`src/rtl/fetch_pkg.sv`:
```
// ============================================================================
// Module : fetch_pkg
// Brief  : Shared types and constants for the instruction-fetch stage.
// Rev    : 1.0 - initial release
// ============================================================================
`default_nettype none

package fetch_pkg;

  typedef enum logic [1:0] {
    IDLE = 2'd0,
    WAIT = 2'd1,
    DROP = 2'd2
  } fetch_state_t;

  localparam logic [31:0] c_fetch_reset_pc = 32'h0000_0000;

  typedef struct packed {
    logic [31:0] pc;
    logic [31:0] instr;
  } fetch_entry_t;

endpackage : fetch_pkg

`default_nettype wire

```
`src/rtl/fetch_queue.sv`:
```
// ============================================================================
// Module : fetch_queue
// Brief  : Synchronous FIFO of fetched {pc, instr} entries; flush dominates.
// Rev    : 1.0 - initial release
// ============================================================================
`default_nettype none

module fetch_queue
  import fetch_pkg::*;
#(
  parameter int DEPTH = 2,
  localparam int AW = $clog2(DEPTH),
  localparam int CW = AW + 1
) (
  input  logic         clk,
  input  logic         rst,
  input  logic         flush,
  input  logic         push,
  input  fetch_entry_t push_entry,
  input  logic         pop,
  output logic         head_valid,
  output fetch_entry_t head_entry,
  output logic [CW-1:0] count
);

  localparam logic [CW-1:0] c_depth = CW'(DEPTH);

  fetch_entry_t  r_mem [DEPTH];
  logic [AW-1:0] r_rd_ptr;
  logic [AW-1:0] r_wr_ptr;
  logic [CW-1:0] r_count;
  logic          w_pop;
  logic          w_push;

  assign w_pop  = pop && (r_count != '0);
  assign w_push = push && ((r_count != c_depth) || w_pop);

  always_ff @(posedge clk) begin
    if (!rst || flush) begin
      r_rd_ptr <= '0;
      r_wr_ptr <= '0;
      r_count  <= '0;
    end else begin
      if (w_push) r_wr_ptr <= r_wr_ptr + 1'b1;
      if (w_pop)  r_rd_ptr <= r_rd_ptr + 1'b1;
      r_count <= r_count + CW'(w_push) - CW'(w_pop);
    end
  end

  // Storage carries no reset; the head is masked while the queue is empty.
  always_ff @(posedge clk) begin
    if (rst && !flush && w_push) r_mem[r_wr_ptr] <= push_entry;
  end

  assign head_valid = (r_count != '0);
  assign head_entry = head_valid ? r_mem[r_rd_ptr] : '0;
  assign count      = r_count;

endmodule : fetch_queue

`default_nettype wire

```
`src/rtl/fetch_unit.sv`:
```
// ============================================================================
// Module : fetch_unit
// Brief  : Fetch PC, single-outstanding imem request FSM, redirect/squash.
// Rev    : 1.0 - initial release
// ============================================================================
`default_nettype none

module fetch_unit
  import fetch_pkg::*;
#(
  parameter logic [31:0] RESET_PC    = c_fetch_reset_pc,
  parameter int          QUEUE_DEPTH = 2
) (
  input  logic        clk,
  input  logic        rst,
  input  logic        redirect_valid,
  input  logic [31:0] redirect_pc,
  output logic        imem_req_valid,
  output logic [31:0] imem_req_addr,
  input  logic        imem_req_ready,
  input  logic        imem_resp_valid,
  input  logic [31:0] imem_resp_data,
  output logic        if_valid,
  output logic [31:0] if_pc,
  output logic [31:0] if_instr,
  input  logic        if_ready
);

  localparam int CW = $clog2(QUEUE_DEPTH) + 1;
  localparam logic [CW-1:0] c_depth = CW'(QUEUE_DEPTH);

  fetch_state_t  r_state;
  logic [31:0]   r_fetch_pc;
  logic [31:0]   r_req_pc;
  logic          r_run;
  logic [CW-1:0] w_count;
  logic          w_accept;
  logic          w_push;
  logic          w_pop;
  logic          w_head_valid;
  fetch_entry_t  w_head;
  fetch_entry_t  w_push_entry;
  logic          w_unused;

  // r_run keeps the request quiet while reset is held, using registers only.
  assign imem_req_valid = r_run && (r_state == IDLE) && (w_count < c_depth);
  assign imem_req_addr  = r_fetch_pc;
  assign w_accept       = imem_req_valid && imem_req_ready;
  assign w_push         = (r_state == WAIT) && imem_resp_valid && !redirect_valid;
  assign w_pop          = w_head_valid && if_ready;
  assign w_push_entry   = '{pc: r_req_pc, instr: imem_resp_data};
  assign w_unused       = ^redirect_pc[1:0];

  fetch_queue #(.DEPTH(QUEUE_DEPTH)) u_queue (
    .clk        (clk),
    .rst        (rst),
    .flush      (redirect_valid),
    .push       (w_push),
    .push_entry (w_push_entry),
    .pop        (w_pop),
    .head_valid (w_head_valid),
    .head_entry (w_head),
    .count      (w_count)
  );

  always_ff @(posedge clk) begin
    if (!rst) begin
      r_state    <= IDLE;
      r_fetch_pc <= RESET_PC;
      r_req_pc   <= '0;
      r_run      <= 1'b0;
    end else begin
      r_run <= 1'b1;
      if (redirect_valid) begin
        r_fetch_pc <= {redirect_pc[31:2], 2'b00};
        case (r_state)
          IDLE:       r_state <= w_accept ? DROP : IDLE;
          WAIT, DROP: r_state <= imem_resp_valid ? IDLE : DROP;
          default:    r_state <= IDLE;
        endcase
      end else begin
        case (r_state)
          IDLE: begin
            if (w_accept) begin
              r_req_pc   <= r_fetch_pc;
              r_fetch_pc <= r_fetch_pc + 32'd4;
              r_state    <= WAIT;
            end
          end
          WAIT, DROP: if (imem_resp_valid) r_state <= IDLE;
          default:    r_state <= IDLE;
        endcase
      end
    end
  end

  assign if_valid = w_head_valid;
  assign if_pc    = w_head.pc;
  assign if_instr = w_head.instr;

endmodule : fetch_unit

`default_nettype wire

```
`config.mk`:
```
export PLATFORM = sky130hd
export DESIGN_NAME = fetch_unit
export DESIGN_NICKNAME = d
export VERILOG_FILES = /design/src/rtl/fetch_pkg.sv /design/src/rtl/fetch_queue.sv /design/src/rtl/fetch_unit.sv
export SDC_FILE = /design/constraint.sdc
export NUM_CORES = 1
export LEC_CHECK = 0
export BUFFER_PORTS_ARGS = -buffer_cell sky130_fd_sc_hd__buf_2
export CORE_ASPECT_RATIO = 1.5
export CORE_MARGIN = 2
export CORE_UTILIZATION = 35
export DETAILED_ROUTE_END_ITERATION = 8
export PLACE_DENSITY = 0.63
export SYNTH_ARGS = -nofsm -noshare
export SYNTH_HDL_FRONTEND = slang
export SYNTH_HIERARCHICAL = 1
export SYNTH_SLANG_ARGS = --single-unit
```
`constraint.sdc`:
```
create_clock -name clk -period 6 [get_ports clk]
set_clock_uncertainty 0.1 [all_clocks]
set_input_delay 1.5 -clock clk [delete_from_list [all_inputs] [get_ports clk]]
set_output_delay 1.5 -clock clk [all_outputs]
set_load 0.01 [all_outputs]
```
Word level (Yosys, flattened, before mapping) --
Memories as Yosys holds them, arrays and structs flattened. A register that Yosys moved wholly into a read port is not among the register bits. Index checks and enable logic that the tools add are counted. W data, S select, Z words.
Storage, ports and cells: bits in registers 71, bits in writable memories 128, memories kept 1
Memories:
- u_queue.r_mem | words 2, width 64, read ports 1, clocked after Yosys merged registers in 1, wr ports 1, line fetch_queue.sv:28 | fetch_entry_t r_mem [DEPTH];
Operators by class: add/sub/neg operators 5, order comparisons 1, equal/unequal tests 5, mux-type cells 16, bitwise gates (word level) 2, reductions and logical operators 24
Operator list (count):
- $mux W32 | 3
- $mux W64 | 1
- $add A32 B3 Y32 const B | 1
- $logic_and A1 B1 Y1 | 10
- $mux W2 | 5
- $pmux W2 S2 | 2
- $ne A3 B3 Y1 const B | 2
- $reduce_and A2 Y1 | 3
- $reduce_bool A2 Y1 | 3
- $mux W1 | 5
- $reduce_or A2 Y1 | 2
- $reduce_and A3 Y1 | 1
- $add A1 B1 Y1 const B | 2
- $add A2 B1 Y2 | 1
- $eq A2 B1 Y1 const B | 1
- $eq A2 B2 Y1 const B | 1
- $logic_not A1 Y1 | 2
- $logic_not A2 Y1 | 1
- $logic_or A1 B1 Y1 | 2
- $lt A2 B2 Y1 const B | 1
- $ne A2 B2 Y1 const B | 1
- $not A1 Y1 | 2
- $sub A2 B1 Y2 | 1

Longest topological paths before layout --
Gate-level depths: netlist of the first run.
word-level depth 8, depth in mapped cells 11, gate-level depth less buffers 9

Hierarchy --
The synthesis of the first run kept the hierarchy.
By module, submodules not included:
- fetch_queue | times used 1, cells each 302, area an instance 5062.4 um^2
- fetch_unit | times used 1, cells each 389, area an instance 3195.6 um^2

Worst setup path before layout of the first run --
Ideal clock, no wire load.
kind input port to flip-flop, from in redirect_valid, to mem u_queue/r_mem[0][0] (netlist name), enable pin, library setup time 486 ps, arrival time 4670 ps, data required time 5414 ps, path slack 744 ps, cell stages on the path 5, buffers on the path 1, cells stage by stage inv_1 -> buf_4 -> and3_1 -> nand3_1 -> nor2_1
On the way: word-level cells in the longest chain between the ends 6, elaborated cells on any way between the ends 7, those cells by class mux: 2; reduce/logical: 5
Ends and longest elaborated chain:
- start: declaration | line fetch_unit.sv:16 | input logic redirect_valid,
- $logic_not A1 Y1 | line fetch_unit.sv:49 | assign w_push = (r_state == WAIT) && imem_resp_valid && !redirect_valid;
- $logic_and A1 B1 Y1 | line fetch_unit.sv:49
- via w_push | line fetch_unit.sv:38 | logic w_push;
- $logic_and A1 B1 Y1 | line fetch_queue.sv:36 | assign w_push = push && ((r_count != c_depth) || w_pop);
- $logic_and A1 B1 Y1 | line fetch_queue.sv:52 | if (rst && !flush && w_push) r_mem[r_wr_ptr] <= push_entry;
- $mux W1 | line fetch_queue.sv:52
- $mux W1 (implied by the code) | line fetch_queue.sv:52
- end: declaration | line fetch_queue.sv:28
The timed path passes the listed nets, and every way through them passes these cells.

==> parameters.txt, run 1 <==
Parameter                              Value

Floorplanning
  # rows ... 68
  Area of the placeable core ... 0.0231 mm2
  IO Pins ... 168
  Die Wd ... 129 um
  Die footprint ... 0.0249 mm2
  Vertical die dimension ... 192 um
  Effective utilization at floorplan ... 35.8%

Placed design
  Input/output buffers ... 163
  Post-detailed-placement half-perimeter wirelength ... 12,400 um
  Placer's final routability congestion estimate ... 0.783

Layout
  Area added between synthesis and finish ... 20.7%
  Most frequent standard cell in the layout excluding fill and tap cells ... buf_2
  Fraction of the core area covered by cells at the end of the flow ... 43.2%
  Diodes inserted ... 0
  Top library cells by usage in the layout, fill and taps aside ... 163 x buf_2, 128 x edfxtp_1, 80 x nand2_1, 72 x nor2_1, 67 x dfxtp_1
  Fraction of layout instances using a drive strength above 1 ... 25.4%
  NumNets Final ... 917

Yosys
  Instance count of the mapped netlist ... 691
  Mean instance size in the synthesized netlist ... 12.0 um2
  Basic-gate share of the synthesized area counting and, or, nand and nor cells ... 15.0%
  Most common flop cell mapped by yosys ... edfxtp_1
  Post-synth EDFFs ... 128
  Fraction of the mapped netlist area in compound gates ... 8.67%
  Proportion of synthesized area in mux cells ... 7.88%
  Post-Synth XOR/XNOR Area ... 1.27%
  Fraction of registers with async set or reset after synthesis ... 0%
  Post-Synth Adder-Cell Area ... 0.758%
  Combinational family with the most area after synthesis ... simple AND/OR/NAND/NOR gates
  Fraction of the yosys area taken by sequential cells ... 63.0%
  Number of warnings printed during yosys synthesis ... 6
  Distinct cell type count of the synthesized netlist ... 52
  Yosys reg bits ... 196
  Area of the mapped netlist ... 0.00826 mm2

Clocking
  Clock Pin Slew Worst Setup and Hold Paths ... 0.07 ns
  # H-tree levels ... 4
  Root Driver ... clkbuf_16
  Clock tree buffer depth ... 2
  Hold buffer count at CTS ... 0
  TritonCTS clock tree ... yes
  Clock sink total ... 196
  Post-CTS Setup Repair Bufs ... 0
  Post-cts repair resize count ... 0
  Total clock buffers created by CTS ... 17
  Skew-Pair Late Insertion Delay ... 0.43 ns

STA
  Final TNS setup ... 0 ns
  Setup repair after global routing missed its margin ... no
  Final setup violating endpoints ... 0
  Slew of the pin with the lowest slew margin ... 1.20 ns
  Max Slew Vio Count ... 0
  Final worst path period need ... 3.91 ns
  Share of the cycle needed by the critical path after routing ... 65.2%
  Highest clock rate ... 256 MHz
  Final number of hold-violating endpoints ... 0
  Remaining max-slew budget at the tightest pin ... 19.7%

Pwr
  Clock share of power ... 43.3%
  Part of the total power dissipated in combinational logic ... 4.3%
  P per Cell Area ... 283 mW/mm2
  Reported net switching power ... 632 uW
  Sequential power share ... 52.4%
  Highest ir drop seen on vdd ... 0.200 mV
  Cell Int Power ... 2190 uW
  Leak Pwr ... 0.00363 uW
  Sw Ratio ... 22.4%

Global route
  Global-route congestion overflow total ... 0
  Number of antenna violations at the first check in global routing ... 0
  Vias in the first global route ... 5,370
  Tot GR Track Use ... 14.8%
  Pin count of the biggest net entering global routing ... 73
  Wire length of the first global-routing pass ... 28,300 um

Routing
  DR pass1 iterations ... 4
  Detailed-route DRC error count ... 0
  Top routing layer used ... met4
  Final routed wirelength across all metal layers ... 18,400 um
  Detailed-route wire length per cell ... 15.7 um
  Via density per instance ... 4.86
  Detail Route met2 WL ... 9460 um
  Routed length on met3 ... 770 um
  Initial DRC Count ... 327
  Via count ... 5,681
  Post-route antenna net violation count ... 0
  Met1 Routed Length ... 7740 um

Worst setup path
  Critical Path End Type ... output pin
  Highest fanout seen on the critical path ... 43
  Required arrival time at the worst endpoint ... 4.40 ns
  Delay of the slowest cell on the worst path ... 0.86 ns
  Cell type group with the largest total delay on the critical path ... flip-flops
  Crit path arrival time ... 2.31 ns
  Critical path's slowest cell ... dfxtp_4
  Register-to-Register Setup Slack ... 3.08 ns
  Crit path kind ... reg -> out
  Worst-path cell chain ... buf_4, mux2i_1, nor2_1, buf_2
  Critical path buffer and inverter count ... 2
  Kind of launch point of the worst setup path ... flip-flop

Min path
  Min-delay worst type ... reg -> reg

Run status
  Outcome ... finished clean

Job
  Max cap viols ... 0
[power by group through the flow]
| stage | logic, uW | registers, uW | clock network, uW |
|---|---|---|---|
| finish | 120 | 1480 | 1220 |
| global route | 135 | 1480 | 1310 |
| CTS | 122 | 1480 | 1250 |
| detailed placement | 121 | 1510 | 0 |
| global placement | 118 | 1510 | 0 |
| floorplan | 63.1 | 1510 | 0 |
[Yosys cell counts (2+ instances only)]
master,number,share of area (%)
edfxtp_1,128,47
nand2_1,80,3.6
nor2_1,76,3.5
dfxtp_1,68,16
mux2i_1,65,7.9
o21ai_0,35,2.1
a21boi_0,31,2.8
a31oi_1,15,1.1
clkbuf_1,14,0.64
nand3_1,14,0.85
or4_1,14,1.3
a21oi_1,12,0.73
buf_4,12,1.1
buf_2,11,0.67
inv_1,9,0.41
o31ai_1,9,0.82
and3_1,8,0.61
nand4_1,8,0.61
xnor2_1,8,0.85
nand2b_1,7,0.53
or3_1,7,0.53
nor3_1,6,0.36
ha_1,5,0.76
nor2b_1,4,0.30
xor2_1,4,0.42
and2_1,3,0.23
and3_2,3,0.27
nand3_2,3,0.36
nor4_1,3,0.23
a32oi_1,2,0.21
and4_1,2,0.21
buf_6,2,0.27
dlygate4sd1_1,2,0.21
o311ai_0,2,0.21
or4b_1,2,0.24
[final timing paths]
kind / from / end / cells past startpoint
max reg2reg: u_queue/count[1] / u_queue/r_mem[1][14] / 7
max: flip-flop / if_pc[30] / 4
min reg2reg: r_req_pc[16] / u_queue/r_mem[0][48] / 0
min: r_req_pc[16] / u_queue/r_mem[0][48] / 0
[sequential cells by signal, summed over array words and instances, names as in the netlist, named ones only]
signal,flops
r_run,1
u_queue/r_rd_ptr,1
u_queue/r_wr_ptr,1
u_queue/count,2
imem_req_addr,30
u_queue/r_mem,128
r_state,2
r_req_pc,30
[worst reg2reg max path, cell delays in order, from the launching register on]
cell     delay (ns)
dfxtp_1        0.41
nor2_4         0.53
inv_1          0.13
and2_1         0.26
or3b_1         0.41
nand3_1        0.24
nor2_4         0.04
buf_4          0.39
[metal layers]
layer  GRT usage (%)  vias up
li1                -     2819
met1            17.7     2690
met2            25.9      146
met3            3.18       26
met4            5.96        0
met5               0        -
[through the flow]
step	cells	setup slack [ns]	cell area, um2	total power (uW)	hold WS, ns
finish	1170	2.09	9970	2820	0.352
global route	1170	1.93	9970	2930	0.374
CTS	1170	2.03	9970	2860	0.357
detailed placement	1138	1.89	9320	1630	0.339
global placement	1138	1.88	9320	1630	0.331
floorplan	696	0.744	8280	1570	0.325
[cell families (layout without fill, tap and decap cells)]
group,count (synthesis),after routing
other,1,6
muxes,65,65
DFF,196,196
and+or+nand+nor,249,249
adders and majority gates,5,5
xor gates and xnor gates,12,12
buffers and inverters,51,210
AOI/OAI and AO/OA,112,112
[area by class of cell]
class	count	area [um2]
clock buffers	18	439
clock inverters	14	209
fillers	2204	13100
inverters	9	33.8
multi-input cells	449	2820
flip-flops and latches	196	5210
well taps	315	394
repair buffers	169	861
(Power assumes the default switching activity.)
==> run 2, diff against run 1 <==
- PLACE_DENSITY: 0.63 -> 0.65
- clock period: 6 -> 3.55 ns (I/O delays scaled with it)
==> run 2 against run 1 <==
  * Critical path depth unchanged
  * Worst setup slack worse by 1.5 ns
  * Combinational power up 76%
  * Clock power up 59%
  * Power up 65%
  * Final cell count up 0.68%
  * Sequential share of layout area down 0.25 points
  * Via count up 0.88%
  * Count of clock-buffer cells in the layout down 1
  * Register-to-register slack worse by 2.0 ns
  * Cell area up 0.49%
  * Routed wire length up 2.6%
  * Critical endpoint is now if_instr[14]
  * Largest power group unchanged
==> parameters.txt, run 2 (same netlist as run 1, synthesis figures left out) <==
Parameter                              Value

Run status
  Outcome ... finished clean

Global route
  Number of antenna violations at the first check in global routing ... 0
  Wire length of the first global-routing pass ... 28,700 um
  Vias in the first global route ... 5,535
  Global-route congestion overflow total ... 0
  Tot GR Track Use ... 15.2%
  Pin count of the biggest net entering global routing ... 73

Clocking
  Hold buffer count at CTS ... 0
  Post-cts repair resize count ... 0
  Root Driver ... clkbuf_16
  # H-tree levels ... 4
  Clock sink total ... 196
  Total clock buffers created by CTS ... 17
  Post-CTS Setup Repair Bufs ... 0
  Skew-Pair Late Insertion Delay ... 0.44 ns
  TritonCTS clock tree ... yes
  Clock Pin Slew Worst Setup and Hold Paths ... 0.08 ns
  Clock tree buffer depth ... 2

Worst setup path
  Worst flop-to-flop path endpoint ... u_queue/r_mem[1][31]
  Register-to-Register Setup Slack ... 1.10 ns
  Critical register-to-register path startpoint ... u_queue/count[1]
  Highest fanout seen on the critical path ... 27
  FF-to-FF path depth ... 7
  Last element of the critical path ... if_instr[14]
  Crit path kind ... reg -> out
  Kind of launch point of the worst setup path ... flip-flop
  Critical Path End Type ... output pin
  Crit path arrival time ... 1.93 ns
  Required arrival time at the worst endpoint ... 2.56 ns

STA
  Highest clock rate ... 342 MHz
  Final number of hold-violating endpoints ... 0
  Slew of the pin with the lowest slew margin ... 0.617 ns
  Remaining max-slew budget at the tightest pin ... 58.9%
  Final setup violating endpoints ... 0
  Max Slew Vio Count ... 0
  Worst Slack Setup Final ... 0.629 ns
  Setup repair after global routing missed its margin ... no
  Final worst path period need ... 2.92 ns
  Share of the cycle needed by the critical path after routing ... 82.3%

Pwr
  Part of the total power dissipated in combinational logic ... 4.5%
  Sw Ratio ... 23.6%
  Reported net switching power ... 1100 uW
  Clock share of power ... 41.7%
  Cell Int Power ... 3550 uW
  Highest ir drop seen on vdd ... 0.333 mV
  P per Cell Area ... 465 mW/mm2
  Leak Pwr ... 0.00366 uW
  Sequential power share ... 53.8%

Layout
  Largest register by flop count ... u_queue/r_mem
  Top library cells by usage in the layout, fill and taps aside ... 163 x buf_2, 128 x edfxtp_1, 80 x nand2_1, 72 x nor2_1, 67 x dfxtp_1
  Fraction of the core area covered by cells at the end of the flow ... 43.4%
  Area of the multi-input gates ... 0.00282 mm2
  Area taken by flip-flops and latches ... 0.00521 mm2
  Fraction of layout instances using a drive strength above 1 ... 26.1%
  NumNets Final ... 925
  Diodes inserted ... 0
  Most frequent standard cell in the layout excluding fill and tap cells ... buf_2
  Max FFs per register ... 128
  Filler instances ... 2,182
  Area added between synthesis and finish ... 21.3%

Routing
  Detailed-route DRC error count ... 0
  Via density per instance ... 4.87
  Post-route antenna net violation count ... 0
  DR pass1 iterations ... 4
  Detailed-route wire length per cell ... 16.0 um
  Final routed wirelength across all metal layers ... 18,800 um
  Initial DRC Count ... 323
  Via count ... 5,731

Floorplanning
  IO Pins ... 168
  Effective utilization at floorplan ... 35.8%
  # rows ... 68
  Die Wd ... 129 um
  Area of the placeable core ... 0.0231 mm2
  Die footprint ... 0.0249 mm2
  Vertical die dimension ... 192 um

Placed design
  Post-detailed-placement half-perimeter wirelength ... 13,000 um
  Worst slack after detailed placement ... 0.808 ns
  Input/output buffers ... 163
  Placer's final routability congestion estimate ... 0.814

Min path
  Min-delay worst type ... reg -> reg

Job
  Max cap viols ... 0
[run 2: worst min path at each step]
stage	from	endpoint	slack [ns]	depth (start not counted)
5_1_grt	r_req_pc[11]	u_queue/r_mem[0][43]	0.37	0
3_5_place_dp	r_req_pc[15]	u_queue/r_mem[0][47]	0.34	0
6_report	r_req_pc[15]	u_queue/r_mem[0][47]	0.35	0
3_3_place_gp	r_req_pc[30]	u_queue/r_mem[0][62]	0.33	0
2_1_floorplan	r_req_pc[2]	u_queue/r_mem[0][34]	0.33	0
4_1_cts	r_req_pc[27]	u_queue/r_mem[1][59]	0.35	0
[run 2: layout make-up]
| type | count | share of cell area [%] |
|---|---|---|
| clock buffer | 17 | 4.25 |
| sequential | 196 | 52.0 |
| timing repair buffer | 177 | 9.45 |
| inverter | 9 | 0.337 |
| clock inverter | 15 | 1.86 |
| tap | 315 | 3.94 |
| multi-input combinational | 449 | 28.2 |
[run 2: metrics by stage]
| step | instances | hold WS [ns] | setup TNS, ns | cell area [um2] | power, uW |
|---|---|---|---|---|---|
| CTS | 1178 | 0.354 | 0 | 10000 | 4710 |
| global placement | 1146 | 0.331 | 0 | 9400 | 2760 |
| finish | 1178 | 0.353 | 0 | 10000 | 4650 |
| detailed placement | 1146 | 0.337 | 0 | 9400 | 2770 |
| floorplan | 696 | 0.325 | -6.30 | 8280 | 2650 |
| global route | 1178 | 0.374 | 0 | 10000 | 4830 |
[run 2: power groups by stage]
stage	logic (uW)	registers [uW]	clock network, uW
floorplan	107	2550	0
CTS	213	2500	2000
finish	211	2500	1940
global route	234	2510	2090
detailed placement	212	2550	0
global placement	207	2550	0
[run 2: critical path: stages, from the launching register on]
cell and delay, ns:
dfxtp_4 0.67, buf_4 0.38, mux2i_1 0.24, nor2_1 0.05
buf_2 0.14
[run 2: per-layer routing]
layer | global-route usage (%) | vias up | share of wire, %
li1 | - | 2839 | -
met2 | 26.3 | 152 | 51
met3 | 3.29 | 48 | 4.3
met5 | 0 | - | 0
met4 | 8.02 | 0 | 3.9
met1 | 17.4 | 2692 | 41
